[config.mk]
export PLATFORM = sky130hd
export DESIGN_NAME = permute_sched
export DESIGN_NICKNAME = d
export VERILOG_FILES = /design/src/rtl/permute_sched_pkg.sv /design/src/rtl/permute_sched_lanes.sv /design/src/rtl/permute_sched.sv
export SDC_FILE = /design/constraint.sdc
export NUM_CORES = 1
export LEC_CHECK = 0
export CORE_MARGIN = 3
export CORE_UTILIZATION = 42
export DETAILED_ROUTE_END_ITERATION = 10
export GPL_TIMING_DRIVEN = 1
export PLACE_DENSITY = 0.78
export SLEW_MARGIN = 30
export SYNTH_ARGS = -nofsm -noshare
export SYNTH_HDL_FRONTEND = slang
export SYNTH_HIERARCHICAL = 1
export SYNTH_SLANG_ARGS = --single-unit
[constraint.sdc]
create_clock -name CLK -period 1.9 [get_ports CLK]
set_input_delay 0.19 -clock CLK [delete_from_list [all_inputs] [get_ports CLK]]
set_output_delay 0.19 -clock CLK [all_outputs]
set_load 0.01 [all_outputs]
[src/rtl/permute_sched_pkg.sv]
// permute_sched_pkg: shared lane element, mode and state types for the permutation engine
package permute_sched_pkg;
    localparam int N_LANES = 4;
    typedef struct packed {
        logic       f0;
        logic [1:0] f1;
    } elem_t;
    typedef enum logic [1:0] {
        MODE_ID   = 2'd0,
        MODE_HALF = 2'd1,
        MODE_PAIR = 2'd2,
        MODE_REV  = 2'd3
    } mode_e;
    typedef enum logic {
        ST_EMPTY = 1'b0,
        ST_FULL  = 1'b1
    } state_e;
    // Every mode is an XOR on the lane index: half flips bit 1, pair flips bit 0, reverse flips both.
    function automatic logic [1:0] src_lane(input logic [1:0] k, input logic [1:0] m);
        return k ^ {m[0], m[1]};
    endfunction
endpackage

[src/rtl/permute_sched_lanes.sv]
// permute_lanes: combinational 4-lane permutation
// Ports: lanes_i (4 elements in), mode_i (permutation mode), lanes_o (permuted elements).
module permute_lanes
    import permute_sched_pkg::*;
(
    input  elem_t [N_LANES-1:0] lanes_i,
    input  mode_e               mode_i,
    output elem_t [N_LANES-1:0] lanes_o
);
    for (genvar k = 0; k < N_LANES; k++) begin : g_lane
        assign lanes_o[k] = lanes_i[src_lane(2'(k), mode_i)];
    end
endmodule

[src/rtl/permute_sched.sv]
// permute_sched: scheduled 4-lane permutation with a registered valid/ready output stage
// Ports: CLK/ASYNCRESETN clock and async active-low reset; I_* input beat with valid/ready;
// cfg_we/cfg_sched/cfg_len schedule write, cfg_err rejected-write pulse;
// O_* permuted output beat with valid/ready, O_mode applied mode, O_last end of schedule frame.
module permute_sched
    import permute_sched_pkg::*;
#(
    parameter int SCHED_DEPTH = 4
) (
    input  logic       CLK,
    input  logic       ASYNCRESETN,
    input  logic       I_valid,
    output logic       I_ready,
    input  logic       I_0__0,
    input  logic [1:0] I_0__1,
    input  logic       I_1__0,
    input  logic [1:0] I_1__1,
    input  logic       I_2__0,
    input  logic [1:0] I_2__1,
    input  logic       I_3__0,
    input  logic [1:0] I_3__1,
    input  logic       cfg_we,
    input  logic [7:0] cfg_sched,
    input  logic [1:0] cfg_len,
    output logic       cfg_err,
    output logic       O_valid,
    input  logic       O_ready,
    output logic       O_0__0,
    output logic [1:0] O_0__1,
    output logic       O_1__0,
    output logic [1:0] O_1__1,
    output logic       O_2__0,
    output logic [1:0] O_2__1,
    output logic       O_3__0,
    output logic [1:0] O_3__1,
    output logic [1:0] O_mode,
    output logic       O_last
);
    localparam int PW = $clog2(SCHED_DEPTH);
    state_e                     state_q;
    logic [PW-1:0]              ptr_q, ptr_d, len_q;
    logic [2*SCHED_DEPTH-1:0]   sched_q;
    elem_t [N_LANES-1:0]        out_q, in_lanes, perm_lanes;
    mode_e                      mode_q, cur_mode;
    logic                       last_q, err_q, can_take, accept, cfg_ok;
    assign in_lanes[0] = {I_0__0, I_0__1};
    assign in_lanes[1] = {I_1__0, I_1__1};
    assign in_lanes[2] = {I_2__0, I_2__1};
    assign in_lanes[3] = {I_3__0, I_3__1};
    // The output slot frees this cycle if empty or being consumed; a config write steals the slot.
    assign can_take = state_q == ST_EMPTY || O_ready;
    assign I_ready  = can_take && !cfg_we;
    assign accept   = I_valid && I_ready;
    assign cfg_ok   = cfg_we && can_take;
    assign cur_mode = mode_e'(sched_q[{ptr_q, 1'b0} +: 2]);
    assign ptr_d    = cfg_ok ? '0 : !accept ? ptr_q : (ptr_q == len_q) ? '0 : ptr_q + 1'b1;
    permute_lanes u_perm (
        .lanes_i (in_lanes),
        .mode_i  (cur_mode),
        .lanes_o (perm_lanes)
    );
    always_ff @(posedge CLK or negedge ASYNCRESETN) begin
        if (!ASYNCRESETN) begin
            state_q <= ST_EMPTY;
            ptr_q   <= '0;
            len_q   <= '0;
            sched_q <= '0;
            out_q   <= '0;
            mode_q  <= MODE_ID;
            last_q  <= 1'b0;
            err_q   <= 1'b0;
        end else begin
            ptr_q <= ptr_d;
            err_q <= cfg_we && !can_take;
            if (cfg_ok) begin
                sched_q <= cfg_sched;
                len_q   <= cfg_len;
            end
            if (accept) begin
                state_q <= ST_FULL;
                out_q   <= perm_lanes;
                mode_q  <= cur_mode;
                last_q  <= ptr_q == len_q;
            end else if (O_ready) begin
                state_q <= ST_EMPTY;
            end
        end
    end
    assign O_valid = state_q == ST_FULL;
    assign cfg_err = err_q;
    assign O_mode  = mode_q;
    assign O_last  = last_q;
    assign {O_0__0, O_0__1} = out_q[0];
    assign {O_1__0, O_1__1} = out_q[1];
    assign {O_2__0, O_2__1} = out_q[2];
    assign {O_3__0, O_3__1} = out_q[3];
endmodule

### Word-level counts from Yosys, hierarchy flattened

Cells that the tools add are included.

* bits in registers: 29
* input bits: 27
* word-level logic and storage cells: 48

* $add $sub $neg: 1
* $lt $le $gt $ge: 4
* eq/ne operators: 1
* shift operators: 1
* mux-type cells: 13
* bitwise logic cells: 4
* reduce and logical (&&, ||, !) cells: 9

Operators by type and width (number)
* 3-bit binary-select mux with 2-bit select: 4
* 2-bit by 3-bit less-than comparator with 1-bit output (second input constant): 4
* 3-bit 2-to-1 mux: 4
* 8-bit by 4-bit indexed part select with 2-bit output: 1
* 2-bit 2-to-1 mux: 3
* 1-bit logical AND: 4
* 2-bit nonzero test: 2
* 1-bit inverter: 3
* 2-bit by 1-bit adder with 2-bit output (second input constant): 1
* 2-bit equality test: 1
* 1-bit logical NOT: 2
* 1-bit 2-to-1 mux: 2
* 2-bit inverter: 1
* 1-bit logical OR: 1

### Depth between registers and ports, before layout

Gate-level depths: netlist (run 1).

* word-level depth: 6
* gate-level depth with buffers: 5
* mapped depth without buffers: 3

### Modules after synthesis

Netlist (run 1), hierarchy kept.

Modules (own cells, without submodules)
* permute_sched: times used 1, cells an instance 78, area each 1233.7 µm², seq. area each 725.7 µm²
* permute_lanes: times used 1, cells an instance 14, area each 307.8 µm², seq. area each 0.0 µm²

### Worst setup path after synthesis (run 1)

No wires, ideal clock.

* path type: register to register
* from: reg ptr_q[0]
* to: reg out_q (netlist bit O_2__1[1])
* library setup time: 0.125 ns
* arrival time: 1.816 ns
* required time: 1.775 ns
* setup slack: -0.041 ns
* stages on the path, launching flop included: 6
* buffers on the path: 2
* period minus slack after synthesis: 1.941 ns
* path through: dfrtp_1 -> buf_6 -> mux4_2 -> buf_6 -> mux4_2 -> mux2_2

RTL lines
* from (decl): RTL line permute_sched.sv:41 `logic [PW-1:0] ptr_q, ptr_d, len_q;`
* from (signal assigned): RTL line permute_sched.sv:73 `ptr_q <= ptr_d;`
* to (signal assigned): RTL line permute_sched.sv:81 `out_q <= perm_lanes;`
* to (decl): RTL line permute_sched.sv:43 `elem_t [N_LANES-1:0] out_q, in_lanes, perm_lanes;`

==> results.md, run 1 <==
* DIE HEIGHT at 66.58 um
* DR DRC count at 0
* Combined area of the multi-input logic cells at 793.3 sq um
* Overall global routing resource usage at 0.1667
* Latest clock arrival within the worst-skew pair at about 0.28 ns
* Power density over cell area at 1088 mW/mm^2
* Reg2reg setup slack at -0.04 ns
* Buffers & Inverters on Critical Path at 1
* Number of H-tree levels at 2
* Antenna viol nets, final at 0
* Leakage power summed over all cells at 0.9036 nW
* Fin Hold WS at roughly 0.3 ns
* Worst Path Arrival at about 2.1 ns
* Tmin final at 1.942 ns
* Initial cell density of the core at 0.4478
* Synthesized cell area at ~0.0015 sq mm
* Worst path slowest cell: mux4_2
* Gate Count Post-Synth at 92
* Area contributors post-synth: dfrtp_1, mux2_2, mux4_2
* Kind of cell with the highest combined delay on the critical path: multiplexers
* I/O Buffers at 44
* Post-Synth Adder-Cell Area at 0
* Buffer cell driving the clock tree root: clkbuf_8
* Xor/xnor cell area share of the yosys netlist at 0.01136
* RSZ-0062 raised after global routing: yes
* Vias in the first global route at approximately 1100
* Final setup fails at 10
* Final hold violations at 0
* Launch point of the worst reg-to-reg path: ptr_q[0]
* Maximum vdd drop at 511.0 uV
* Fraction of registers with async set/reset at 1.000
* Total net switching power at around 650 uW
* Aggregate global routing overflow at 0
* Maximum frequency from static timing analysis at between 500 and 600 MHz
* Clock Pin Slew Worst Setup and Hold Paths at ~0.060 ns
* Share of power burned in combinational logic at 0.414
* Total inserted antenna cells at 0
* Number of fill cells in the layout at 278
* Part of the cycle the worst path needs at 1.022
* Most used cell along the critical path: mux4_2
* Largest clock skew in the final design at approximately 0.0036 ns
* Routed vias/inst at around 5.4
* Type of the most critical hold path: input pin to async pin
* Reg2Reg Capture Point: O_1__0
* Worst path max stage delay at about 0.55 ns
* Average routed wire per standard cell at about 16 um
* Synthesized flop and latch total at 29
* Largest area contributor in the netlist: dfrtp_1
* Compound-gate portion of the synthesized area at 0.02354
* I/O pins at 45
* Final HPWL from detailed placement at 2318 um
* Count of synthesis-stage warnings from yosys at 6
* Dominant combinational cell family by area after synthesis: multiplexers
* Antenna violations before repair at 0
* Least setup slack across all paths after layout at -0.04152 ns
* Iteration-0 DRC count of the detailed router at 47
* CP Cell Sequence: mux4_2, buf_12, mux4_2, mux2_4
* Ys flop type: dfrtp_1
* Number of enable flip-flop cells after synthesis at 0
* Total routed wirelength at approximately 3200 um
* Post-synthesis sequential area ratio at 0.4708
* Sequential cell area at 725.7 sq um
* Die outline area at between 0.004 and 0.005 sq mm
* Iteration count of the initial detailed-routing pass at 2
* Count of cell types in the netlist at 22
* Clock power share at 0.212
* Net count of the mapped netlist at 119
* Max cap viols at 0
* First-pass GRT wire length at between 5000 and 6000 um
* Cell types with the highest counts after synthesis: dfrtp_1, mux2_2, mux4_2
* Via count at roughly 1000
* Sw Ratio at 0.2715
* Crit. End Element: register
* Post-synthesis simple-gate area fraction at 0.06331
* Outcome: complete, but fails checks
* GP Congestion at 0.7929
* Most numerous cell in the Yosys netlist: dfrtp_1
* Number of cells on the worst reg-to-reg path at 4
* Max Fanout on Critical Path at 12
* Core area at between 0.003 and 0.004 sq mm
* CTS max path bufs at 2
* Critical path data required time at 2.07 ns
* Max_slew headroom at 0.7530
* Slew at the pin closest to its max-slew limit at ~0.37 ns
* Post-synthesis mux area share at 0.4018
* Final number of max-transition violations at 0
* Internal power component at between 1.5 and 2 mW
* Critical Setup Path Class: register to register
* Failing checks: negative setup slack
* Number of clock sinks seen by CTS at 29
* Standard-cell row count at 21
* Largest net degree at the start of global routing at 30
* Register share of total power at 0.373
* Fraction of final layout cells with drive strength greater than 1 at 0.3716
* Mean cell area of the mapped netlist at roughly 17 sq um
* Die width at around 67 um
* Power after layout at about 2.4 mW
* Nature of the critical path startpoint: register
* Area share of the leading cell type in the synthesized netlist at 0.4708
* Number of nets in the layout at roughly 180
* Area growth syn-to-layout at 42.45%
* TritonCTS buffer count at 5
* CTS tree: built
## power by group through the flow
stage | clock network [mW] | registers, mW | logic, mW
floorplan | 0 | 0.943 | 0.437
global placement | 0 | 0.890 | 0.895
detailed placement | 0 | 0.900 | 0.912
CTS | 0.520 | 0.892 | 0.973
global route | 0.548 | 0.913 | 1.06
finish | 0.507 | 0.891 | 0.990
## registers in the layout (all words and copies together) (netlist names)
name     cells
O_0__0       1
O_0__1       2
O_1__0       1
O_1__1       2
O_2__0       1
O_2__1       2
O_3__0       1
O_3__1       2
O_last       1
O_mode       2
O_valid      1
cfg_err      1
len_q        2
ptr_q        2
sched_q      8
## per-layer routing
| metal | track usage | wire, um | part of all wire |
|---|---|---|---|
| met5 | 0 | 0 | 0 |
| met4 | 0.08376 | 68 | 0.021 |
| met3 | 0.05228 | 210 | 0.066 |
| met1 | 0.1956 | 1304 | 0.41 |
| met2 | 0.2735 | 1611 | 0.50 |
## layout make-up
| type | instances | share of cell area |
|---|---|---|
| sequential | 29 | 0.3305 |
| clock buffer | 7 | 0.03932 |
| timing repair buffer | 53 | 0.2427 |
| multi-input combinational | 59 | 0.3613 |
| tap | 46 | 0.02621 |
## logic make-up (layout without fill, tap and decap cells)
kind of cell / count (synthesis) / in the layout
buf+inv: 4 / 60
simple gates: 13 / 13
flops: 29 / 29
mux: 39 / 39
xor+xnor: 2 / 2
compound gates: 5 / 5
## worst max-delay path by stage
stage,cells past startpoint,startpoint,endpoint
after CTS,4,ptr_q[0],O_1__0
after global placement,3,ptr_q[0],O_2__0
final,4,ptr_q[0],O_1__0
after global routing,4,ptr_q[0],O_3__0
after floorplan,5,ptr_q[0],O_2__1[1]
after detailed placement,3,ptr_q[0],O_2__0
## metrics by stage
step / setup TNS, ns / instances / worst slack [ns] / cell area [sq um] / util
2_1_floorplan: -0.3158 / 92 / -0.04106 / 1541 / -
3_3_place_gp: -0.6227 / 185 / -0.07695 / 2059 / 0.5983
3_5_place_dp: -1.194 / 185 / -0.1374 / 2059 / 0.5983
4_1_cts: -0.3188 / 194 / -0.05109 / 2181 / 0.6336
5_1_grt: -1.071 / 194 / -0.1132 / 2196 / 0.6380
6_report: -0.2549 / 194 / -0.04152 / 2196 / 0.6380
## cells in the final DEF (no fill, tap or decap), drive strengths merged
| cell | netlist | routed |
|---|---|---|
| clkdlybuf4s50 | 0 | 44 |
| o22ai | 1 | 1 |
| o21bai | 1 | 1 |
| dfrtp | 29 | 29 |
| nand2b | 1 | 1 |
| nor2 | 2 | 2 |
| o21ai | 1 | 1 |
| nand3b | 1 | 1 |
| nand2 | 2 | 2 |
| clkbuf | 0 | 7 |
| and2 | 1 | 1 |
| xor2 | 2 | 2 |
| mux2 | 25 | 25 |
| nor3b | 1 | 1 |
| buf | 4 | 9 |
| nor2b | 3 | 3 |
| a22o | 1 | 1 |
| mux4 | 14 | 14 |
| or2b | 2 | 2 |
| o2bb2ai | 1 | 1 |
## repair_timing
| item | in CTS | in global routing |
|---|---|---|
| buffers inserted | 2 | 0 |
| hold buffers | 0 | 0 |
| gates resized for setup | 6 | 4 |
| endpoints found under the setup margin | 12 | 12 |
No activity file was read; power rests on OpenSTA's default activity.
==> run 2, diff against run 1 <==
--- a/config.mk
+++ b/config.mk
@@ -5,11 +5,11 @@
 export SDC_FILE = /design/constraint.sdc
 export NUM_CORES = 1
 export LEC_CHECK = 0
-export CORE_MARGIN = 3
+export CORE_MARGIN = 8
 export CORE_UTILIZATION = 42
 export DETAILED_ROUTE_END_ITERATION = 10
 export GPL_TIMING_DRIVEN = 1
-export PLACE_DENSITY = 0.78
+export PLACE_DENSITY_LB_ADDON = 0.1
 export SLEW_MARGIN = 30
 export SYNTH_ARGS = -nofsm -noshare
 export SYNTH_HDL_FRONTEND = slang
==> run 2 against run 1 <==
  * The flow still finishes with violations (negative setup slack)
  * Critical endpoint is now O_3__1[0]
  * Die area rose by 32%
  * Largest cell class unchanged
  * Wire length rose by 15%
  * Cell count rose by 1.5%
  * Cell area rose by 0.74%
  * Combinational power barely moved
==> results.md, run 2 (synthesized netlist as in run 1, its figures left out) <==
* Power density over cell area at 1087 mW/mm^2 (about the same)
* Via count at 1049 (unchanged)
* Part of the cycle the worst path needs at 1.030 (+0.008253)
* Buffers & Inverters on Critical Path at 1 (unchanged)
* Largest clock skew in the final design at 0.005007 ns (+0.001382 ns)
* Total stage count of the critical path at 4 (unchanged)
* Sequential cell area at 726.9 sq um (+0.17%)
* Max cap viols at 0 (unchanged)
* Top reg by flops: sched_q
* Nature of the critical path startpoint: register
* First-pass GRT wire length at 5699 um (+7.0%)
* Outcome: complete, but fails checks
* Final sum of negative setup slack at -0.3166 ns (-0.06164 ns)
* Area after detailed placement at 0.002067 sq mm (+0.36%)
* DR DRC count at 0 (unchanged)
* Number of clock sinks seen by CTS at 29 (unchanged)
* Post-route standard cell area excluding fillers at 0.002212 sq mm (+0.74%)
* Pre-CTS WS at -0.07029 ns (+0.06714 ns)
* Most used cells in the layout excluding fill and tap cells: clkdlybuf4s50_1, dfrtp_1, mux4_2, mux2_2, mux2_4
* Most used cell along the critical path: mux4_2
* Number of H-tree levels at 2 (unchanged)
* Most frequent standard cell in the layout excluding fill and tap cells: clkdlybuf4s50_1
* CTS max path bufs at 2 (unchanged)
* CP Cell Sequence: mux4_2, buf_12, mux4_2, mux2_4
* Maximum vdd drop at 651.2 uV (+27%)
* Area growth syn-to-layout at 43.51%
* Final setup fails at 10 (unchanged)
* Least setup slack across all paths after layout at -0.05720 ns (-0.01568 ns)
* Reg2reg setup slack at -0.06 ns (-0.02 ns)
* Core area at 0.003606 sq mm (+4.8%)
* Final number of max-transition violations at 0 (unchanged)
* Worst path max stage delay at 0.54 ns (about the same)
* Iteration count of the initial detailed-routing pass at 3 (+1)
* Number of fill cells in the layout at 293 (+5.4%)
* Maximum frequency from static timing analysis at 510.9 MHz (-0.80%)
* Buffer cell driving the clock tree root: clkbuf_8
* Number of cells on the worst reg-to-reg path at 4 (unchanged)
* I/O Buffers at 44 (unchanged)
* Vias in the first global route at 1185 (+7.6%)
* Overall global routing resource usage at 0.1223 (-0.04442)
* Die width at 76.58 um (+15%)
* Critical path data required time at 2.06 ns (about the same)
* Max reg flops at 8 (unchanged)
* Crit. End Element: register
* Slew at the pin closest to its max-slew limit at 0.3765 ns (+0.005966 ns)
* Failing checks: negative setup slack
* Number of nets in the layout at 175 (unchanged)
* Final HPWL from detailed placement at 2651 um (+14%)
* Latest clock arrival within the worst-skew pair at 0.28 ns (about the same)
* Final hold violations at 0 (unchanged)
* Total routed wirelength at 3675 um (+15%)
* DIE HEIGHT at 76.58 um (+15%)
* Fraction of final layout cells with drive strength greater than 1 at 0.3758 (+0.004217)
* Leakage power summed over all cells at 0.8969 nW (-0.74%)
* Antenna viol nets, final at 0 (unchanged)
* Routed vias/inst at 5.325 (-1.5%)
* I/O pins at 45 (unchanged)
* Standard-cell row count at 22 (+4.8%)
* Worst path slowest cell: mux4_2
* Max_slew headroom at 0.7490 (-0.003977)
* Iteration-0 DRC count of the detailed router at 50 (+6.4%)
* Type of the most critical hold path: input pin to async pin
* Reg2Reg Capture Point: O_3__1[0]
* Antenna violations before repair at 0 (unchanged)
* Worst Path Arrival at 2.12 ns (about the same)
* CTS tree: built
* GP Congestion at 0.7168 (-9.6%)
* Clock Pin Slew Worst Setup and Hold Paths at 0.06 ns (about the same)
* Largest net degree at the start of global routing at 30 (unchanged)
* Average routed wire per standard cell at 18.65 um (+13%)
* Launch point of the worst reg-to-reg path: ptr_q[0]
* CTS hold repair buffers at 0 (unchanged)
* Initial cell density of the core at 0.4275 (-0.02036)
* Die outline area at 0.005865 sq mm (+32%)
* Combined area of the multi-input logic cells at 815.8 sq um (+2.8%)
* Post-layout utilization of the core at 0.6135 (-0.02449)
* Tmin final at 1.957 ns (+0.01568 ns)
* Max Fanout on Critical Path at 12 (unchanged)
* Total inserted antenna cells at 0 (unchanged)
* RSZ-0062 raised after global routing: yes
* Kind of cell with the highest combined delay on the critical path: multiplexers
* TritonCTS buffer count at 5 (unchanged)
* Critical Setup Path Class: register to register
* Aggregate global routing overflow at 0 (unchanged)
[run 2: layout make-up]
type / count / share of cell area
tap: 48 / 0.02715
clock buffer: 8 / 0.03620
timing repair buffer: 52 / 0.2393
multi-input combinational: 60 / 0.3688
sequential: 29 / 0.3286
[run 2: metrics by stage]
step	total power, mW	hold WS [ns]	cells
floorplan	1.381	-0.1056	92
global placement	1.812	0.4892	186
detailed placement	1.849	0.4955	186
CTS	2.383	0.3103	196
global route	2.538	0.3151	197
finish	2.404	0.2980	197
[run 2: layer usage]
layer	vias to the layer above	GRT usage	share of wire
li1	474	-	-
met1	542	0.1298	0.43
met2	29	0.2117	0.51
met3	4	0.05660	0.050
met4	0	0.03462	0.0060
met5	-	0	0
[run 2: how the worst max path moves through the flow]
stage             start        end
5_1_grt        ptr_q[0]  O_0__1[1]
2_1_floorplan  ptr_q[0]  O_2__1[1]
3_5_place_dp   ptr_q[0]     O_2__0
6_report       ptr_q[0]  O_3__1[0]
4_1_cts        ptr_q[0]  O_1__1[0]
3_3_place_gp   ptr_q[0]     O_0__0
[run 2: power breakdown]
part,leakage [nW],total (mW),switching [mW],internal [mW]
Sequential,0.345,0.903,0.115,0.789
Clock,0.0395,0.478,0.218,0.259
Combinational,0.512,1.02,0.339,0.684
[run 2: worst register-to-register path: cells and delay by family, from the launching register on]
| kind | cells | cell delay (ns) |
|---|---|---|
| buffers and inverters | 1 | 0.17 |
| flip-flops | 1 | 0.41 |
| multiplexers | 3 | 1.26 |
[run 2: what timing repair did]
item,in CTS,in global routing
gates cloned,0,1
resized for setup,7,8
buffers inserted,2,0
endpoints found under the setup margin,12,12
==> run 3, diff against run 2 <==
--- a/config.mk
+++ b/config.mk
@@ -5,6 +5,7 @@
 export SDC_FILE = /design/constraint.sdc
 export NUM_CORES = 1
 export LEC_CHECK = 0
+export CAP_MARGIN = 30
 export CORE_MARGIN = 8
 export CORE_UTILIZATION = 42
 export DETAILED_ROUTE_END_ITERATION = 10
==> results of run 3 <==
Same layout as run 2: the final DEF is identical, and so are final timing and power.
